[config.mk]
export PLATFORM = sky130hd
export DESIGN_NAME = peripheral_wb_arbiter
export DESIGN_NICKNAME = d
export VERILOG_FILES = /design/src/rtl/peripheral_bb_pkg.sv /design/src/rtl/peripheral_wb_rr_arbiter.sv /design/src/rtl/peripheral_wb_arbiter.sv
export SDC_FILE = /design/constraint.sdc
export NUM_CORES = 1
export LEC_CHECK = 0
export ABC_AREA = 1
export ABC_CLOCK_PERIOD_IN_PS = 3100
export CAP_MARGIN = 20
export CORE_AREA = 2 2 173 175
export DETAILED_ROUTE_END_ITERATION = 8
export DIE_AREA = 0 0 175 177
export GPL_TIMING_DRIVEN = 0
export SLEW_MARGIN = 0
export SYNTH_ARGS = -nofsm -noshare
export SYNTH_HDL_FRONTEND = slang
export SYNTH_HIERARCHICAL = 1
export SYNTH_SLANG_ARGS = --single-unit
[constraint.sdc]
create_clock -name clk -period 3.1 [get_ports clk]
set_input_delay 0.62 -clock clk [delete_from_list [all_inputs] [get_ports clk]]
set_output_delay 0.62 -clock clk [all_outputs]
set_load 0.01 [all_outputs]
[src/rtl/peripheral_bb_pkg.sv]
// Shared bus widths and arbiter state encoding for the peripheral Wishbone fabric.
package peripheral_bb_pkg;

    localparam int AW = 32;
    localparam int DW = 32;
    localparam int SW = DW / 8;

    typedef enum logic [1:0] {
        IDLE = 2'd0,
        BUSY = 2'd1,
        TOUT = 2'd2
    } arb_state_e;

endpackage

[src/rtl/peripheral_wb_rr_arbiter.sv]
// Combinational round-robin picker: first requester searching upward (with wrap)
// from last_owner+1, returned both one-hot and as an index.
module peripheral_wb_rr_arbiter #(
    parameter int NUM_MASTERS = 4,
    parameter int IW          = $clog2(NUM_MASTERS)
) (
    input  logic [NUM_MASTERS-1:0] req,
    input  logic [IW-1:0]          last_owner,
    output logic [NUM_MASTERS-1:0] grant,
    output logic [IW-1:0]          grant_idx
);

    logic found;
    int   cand;

    // NOTE: every output gets a default before the search so no latch is inferred.
    always_comb begin
        grant     = '0;
        grant_idx = '0;
        found     = 1'b0;
        cand      = 0;
        for (int i = 1; i <= NUM_MASTERS; i++) begin
            cand = int'(last_owner) + i;
            if (cand >= NUM_MASTERS) cand = cand - NUM_MASTERS;
            if (!found && req[cand]) begin
                found       = 1'b1;
                grant[cand] = 1'b1;
                grant_idx   = IW'(cand);
            end
        end
    end

endmodule

[src/rtl/peripheral_wb_arbiter.sv]
// Multi-master Wishbone arbiter: round-robin ownership held for a whole bus cycle,
// combinational request/response routing, and a watchdog that errors a stalled owner.
module peripheral_wb_arbiter
    import peripheral_bb_pkg::*;
#(
    parameter int NUM_MASTERS = 4,
    parameter int TIMEOUT     = 256
) (
    input  logic                      clk,
    input  logic                      rst_n,
    input  logic [NUM_MASTERS*AW-1:0] m_adr_i,
    input  logic [NUM_MASTERS*DW-1:0] m_dat_i,
    input  logic [NUM_MASTERS*SW-1:0] m_sel_i,
    input  logic [NUM_MASTERS-1:0]    m_we_i,
    input  logic [NUM_MASTERS-1:0]    m_stb_i,
    input  logic [NUM_MASTERS-1:0]    m_cyc_i,
    output logic [DW-1:0]             m_dat_o,
    output logic [NUM_MASTERS-1:0]    m_ack_o,
    output logic [NUM_MASTERS-1:0]    m_err_o,
    output logic [NUM_MASTERS-1:0]    m_rty_o,
    output logic [AW-1:0]             s_adr_o,
    output logic [DW-1:0]             s_dat_o,
    output logic [SW-1:0]             s_sel_o,
    output logic                      s_we_o,
    output logic                      s_stb_o,
    output logic                      s_cyc_o,
    input  logic [DW-1:0]             s_dat_i,
    input  logic                      s_ack_i,
    input  logic                      s_err_i,
    input  logic                      s_rty_i,
    output logic [NUM_MASTERS-1:0]    grant_o
);

    localparam int IW = $clog2(NUM_MASTERS);
    localparam int CW = (TIMEOUT > 0) ? $clog2(TIMEOUT + 1) : 1;
    localparam logic [CW-1:0] CNT_LAST = CW'((TIMEOUT > 0) ? TIMEOUT - 1 : 0);
    localparam logic [CW-1:0] CNT_MAX  = '1;

    arb_state_e             state;
    logic [NUM_MASTERS-1:0] grant_q;
    logic [IW-1:0]          owner;
    logic [IW-1:0]          last_owner;
    logic [CW-1:0]          wd_cnt;
    logic                   err_first;

    logic [NUM_MASTERS-1:0] rr_grant;
    logic [IW-1:0]          rr_idx;

    logic busy;
    logic own_cyc;
    logic own_stb;
    logic slv_resp;
    logic wd_timeout;

    peripheral_wb_rr_arbiter #(
        .NUM_MASTERS (NUM_MASTERS),
        .IW          (IW)
    ) u_rr (
        .req        (m_cyc_i),
        .last_owner (last_owner),
        .grant      (rr_grant),
        .grant_idx  (rr_idx)
    );

    assign busy       = (state == BUSY);
    assign own_cyc    = m_cyc_i[owner];
    assign own_stb    = m_stb_i[owner];
    assign slv_resp   = s_ack_i | s_err_i | s_rty_i;
    assign wd_timeout = (TIMEOUT != 0) && own_stb && !slv_resp && (wd_cnt == CNT_LAST);

    // Request path mirrors the owner only while BUSY; reset forces IDLE, so it drops at once.
    assign s_cyc_o = busy & own_cyc;
    assign s_stb_o = busy & own_stb;
    assign s_we_o  = busy & m_we_i[owner];
    assign s_adr_o = busy ? m_adr_i[int'(owner)*AW +: AW] : '0;
    assign s_dat_o = busy ? m_dat_i[int'(owner)*DW +: DW] : '0;
    assign s_sel_o = busy ? m_sel_i[int'(owner)*SW +: SW] : '0;

    assign m_dat_o = s_dat_i;
    assign m_ack_o = grant_q & {NUM_MASTERS{busy & s_ack_i}};
    assign m_rty_o = grant_q & {NUM_MASTERS{busy & s_rty_i}};
    assign m_err_o = grant_q & {NUM_MASTERS{(busy & s_err_i) | ((state == TOUT) & err_first)}};
    assign grant_o = grant_q;

    // NOTE: state registers use non-blocking assignments so every update sees pre-edge values.
    always_ff @(posedge clk or negedge rst_n) begin
        if (!rst_n) begin
            state      <= IDLE;
            grant_q    <= '0;
            owner      <= '0;
            last_owner <= IW'(NUM_MASTERS - 1);
            wd_cnt     <= '0;
            err_first  <= 1'b0;
        end else begin
            err_first <= 1'b0;
            case (state)
                IDLE: begin
                    wd_cnt <= '0;
                    if (|m_cyc_i) begin
                        grant_q <= rr_grant;
                        owner   <= rr_idx;
                        state   <= BUSY;
                    end
                end
                BUSY: begin
                    if (!own_cyc) begin
                        state      <= IDLE;
                        grant_q    <= '0;
                        last_owner <= owner;
                        wd_cnt     <= '0;
                    end else if (wd_timeout) begin
                        state     <= TOUT;
                        err_first <= 1'b1;
                        wd_cnt    <= '0;
                    end else if (own_stb && !slv_resp) begin
                        if (wd_cnt != CNT_MAX) wd_cnt <= wd_cnt + 1'b1;
                    end else begin
                        wd_cnt <= '0;
                    end
                end
                TOUT: begin
                    wd_cnt <= '0;
                    if (!own_cyc) begin
                        state      <= IDLE;
                        grant_q    <= '0;
                        last_owner <= owner;
                    end
                end
                default: begin
                    state   <= IDLE;
                    grant_q <= '0;
                    wd_cnt  <= '0;
                end
            endcase
        end
    end

endmodule

==> implementation parameters <==
Parameter                              Value

Outcome
  Outcome    completed

Synthesis
  Yosys warns    6
  Number of enable flip-flop cells after synthesis    0
  Syn avg cell area    around 5.4 um^2
  Post-synthesis net count    1148
  Mapped Area    ~0.0044 mm^2
  Area share of the leading cell type in the synthesized netlist    0.262
  Post-synth top cells    sky130_fd_sc_hd__nor2_1, sky130_fd_sc_hd__o21ai_0, sky130_fd_sc_hd__a21oi_1
  Flops & latches, synth    20
  Cells taking the most area after synthesis    sky130_fd_sc_hd__nor2_1, sky130_fd_sc_hd__o21ai_0, sky130_fd_sc_hd__dfrtp_1
  Instance count of the mapped netlist    roughly 800
  Area leader, netlist    sky130_fd_sc_hd__nor2_1
  Leading register cell type out of synthesis    sky130_fd_sc_hd__dfrtp_1
  Share of flip-flops with an asynchronous set or reset    1.00
  Sequential element share of the synthesized area    0.115
  Count leader, synth    sky130_fd_sc_hd__nor2_1
  Yosys cell types    32

Drt
  Mean number of vias per cell    4.30
  Vias post-DR    between 6000 and 7000
  DR pass1 iterations    5
  DRT antenna net count    0
  Drt initial violations    roughly 400
  Post-detailed-route wirelength per cell    17.5 um
  DRC    0
  Total wirelength of the detailed-routed design    around 28000 um

Critical path
  Worst r2r path cells    11
  Endpoint arrival time on the critical path    between 2 and 2.5 ns
  Max incr delay on CP    0.68 ns
  Slowest library cell on the worst path    sky130_fd_sc_hd__clkdlybuf4s50_1
  Worst-path maximum fanout    5
  Type of origin of the critical path    input port
  Worst endpoint required time    2.48 ns
  Startpoint-to-endpoint class of the critical path    in -> out
  Most common cell on crit path    sky130_fd_sc_hd__clkdlybuf4s50_1
  Critical Path End Type    primary output
  CP cell instances    clkdlybuf4s50_1 -> nand2_1 -> nand3_4 -> nand2_4 -> nor2_8 -> clkdlybuf4s50_1
  Register-to-register setup slack    0.84 ns

Pwr
  Int Pwr    3.10 mW
  Clock Power Share    0.040
  Relative contribution of sequential cells to total power    0.056
  Ratio of total power to cell area    roughly 750 mW/mm^2
  Overall power after layout    6.82 mW
  Combinational share of power    0.904
  Maximum resistive drop on vdd    around 0.25 mV
  Leakage power of the design    roughly 3.6 nW
  Sw Ratio    0.545
  Power dissipated by switching net loads    ~3.7 mW

Timing
  Clock tree skew after final layout    between 0.005 and 0.006 ns
  Period Utilization, post-route    0.958
  Count of pins over their slew limit    0
  Minimum clock period    2.97 ns
  Number of setup violations in the final report    0
  Transition time at the pin with the least slew margin    0.551 ns
  Setup_tns    0 ns
  Slew margin rel.    0.632
  Setup slack of the critical path after layout    0.131 ns
  Unrepaired setup endpoints after global routing    yes
  Final Hold Vio Count    0
  Achievable Freq    about 340 MHz

Clocking
  Clock input transition at the sequential cells of the worst setup and hold paths    about 0.050 ns
  Clock sink total    20
  Total number of H-tree levels    1
  CTS tree    built
  Clock Tree Root    sky130_fd_sc_hd__clkbuf_16
  Number of buffers created by CTS    3
  Buffer levels on the longest clock path    2
  Clock latency on the worst-skew pair    0.26 ns
  Hold buffer count at cts    0

GRT
  Antenna violations before repair    1
  GR Util All Layers    0.169
  Vias in the first global route    just under 7000
  GRT busiest layer    met2
  Met3 track demand over resource in global routing    0.0264
  Wire length of the first global-routing pass    40600 um
  Largest net degree at the start of global routing    21
  Grt total ovfl    0
  Global Route met1 Usage    0.211
  Met2 Use GR    0.306

Run
  Max Cap Viol    0

Place
  Setup slack after placement    -0.193 ns
  Routability cong.    0.907
  Post-DP HPWL    ~23000 um
  Instance count after placement with tap cells included    about 1600
  # port buffers    about 410

Final layout
  Filler Cells Inserted    3181
  Core occupancy in the finished layout    0.311
  Number of diodes added for antenna fixing    0
  Fraction of final layout cells with drive strength greater than 1    0.0940
  Final-stage net count    1561
  Area delta synth->final    108%
  Post-route non-filler standard cell count    roughly 1600

Floorplanning
  Initial Util    0.150
  Row Count    63
  Number of placed I/O pins    440
  DIE AREA    0.0310 mm^2
  Die Y    about 180 um
  Die boundary width    175 um
  Core Region    a little under 0.03 mm^2

Worst hold path
  Class of the most critical hold timing path    reg -> reg
  Hold Path Cell Cnt    2
==> kinds of logic (layout without fill, tap and decap cells) <==
kind of cell	after synthesis	in the layout	synth area share
and+or+nand+nor	429	429	0.417
xor gates and xnor gates	6	6	0.0120
adders and majority gates	15	15	0.0429
buffers and inverters	117	529	0.152
AOI/OAI and AO/OA	225	225	0.261
DFF	20	20	0.115
==> area by class of cell <==
class	instances	area (um^2)	share of cell area
Timing Repair Buffer	408	4110	0.452
Multi-Input combinational cell	675	3220	0.354
Buffer	87	566	0.0622
Inverter	30	130	0.0143
Clock buffer	4	78.8	0.00867
Tap cell	390	488	0.0537
Sequential cell	20	503	0.0553
==> critical path, delay by kind of cell <==
| kind | cells | cell delay (ns) |
|---|---|---|
| buffers and inverters | 2 | 1.24 |
| AND/OR/NAND/NOR | 4 | 0.48 |
==> flip-flops by register name, summed over array words and instances, names as in the netlist <==
signal and count:
grant_o 4, state 2, last_owner 2, wd_cnt 9, err_first 1, owner 2
==> placed cells by master (no fill, tap or decap), types with 4 or more instances in the layout <==
cell type and count:
sky130_fd_sc_hd__dfrtp_1 18, sky130_fd_sc_hd__buf_1 6, sky130_fd_sc_hd__clkbuf_1 8, sky130_fd_sc_hd__xor2_1 4, sky130_fd_sc_hd__nand3_2 4, sky130_fd_sc_hd__a21boi_0 4
sky130_fd_sc_hd__buf_4 47, sky130_fd_sc_hd__nand2_1 58, sky130_fd_sc_hd__nor2_1 305, sky130_fd_sc_hd__nand3_1 34, sky130_fd_sc_hd__clkdlybuf4s50_1 404, sky130_fd_sc_hd__o21ai_0 143
sky130_fd_sc_hd__a21oi_1 74, sky130_fd_sc_hd__ha_1 15, sky130_fd_sc_hd__buf_2 9, sky130_fd_sc_hd__nand2_2 8, sky130_fd_sc_hd__inv_1 24, sky130_fd_sc_hd__nand2_4 4
sky130_fd_sc_hd__clkbuf_2 14
==> worst paths after layout <==
check	from	endpoint
max	m_cyc_i[1]	s_cyc_o
min	grant_o[2]$_DFFE_PN0P_	grant_o[2]$_DFFE_PN0P_
max reg2reg	last_owner[1]$_DFFE_PN1P_	grant_o[2]$_DFFE_PN0P_
min reg2reg	grant_o[2]$_DFFE_PN0P_	grant_o[2]$_DFFE_PN0P_
max in group asynchronous	rst_n	last_owner[0]$_DFFE_PN1P_
min in group asynchronous	rst_n	wd_cnt[0]$_DFFE_PN0P_
==> power groups by stage <==
| stage | logic (mW) | registers (mW) | clock network [mW] |
|---|---|---|---|
| after global routing | 6.78 | 0.389 | 0.288 |
| after global placement | 6.14 | 0.381 | 0 |
| final | 6.17 | 0.379 | 0.275 |
| after CTS | 6.22 | 0.379 | 0.275 |
| after detailed placement | 6.15 | 0.383 | 0 |
| after floorplan | 3.29 | 0.374 | 0 |
==> routing by layer <==
layer  share of wire  wire length, um
met5         0.00046               13
met4           0.017              473
met3           0.067             1890
met2            0.50            14000
met1            0.42            11800
==> per-stage QoR <==
step                      hold WS, ns  area [um^2]
after floorplan                 0.324         4380
after global placement          0.489         8940
after detailed placement        0.496         8940
after CTS                       0.512         9040
after global routing            0.557         9090
final                           0.511         9090
==> repair_timing <==
item | in CTS | in global routing
endpoints found under the setup margin | 63 | 56
pin swaps | 0 | 1
buffers inserted | 0 | 0
gates resized for setup | 13 | 24
Power figures use the tool's default switching activity.
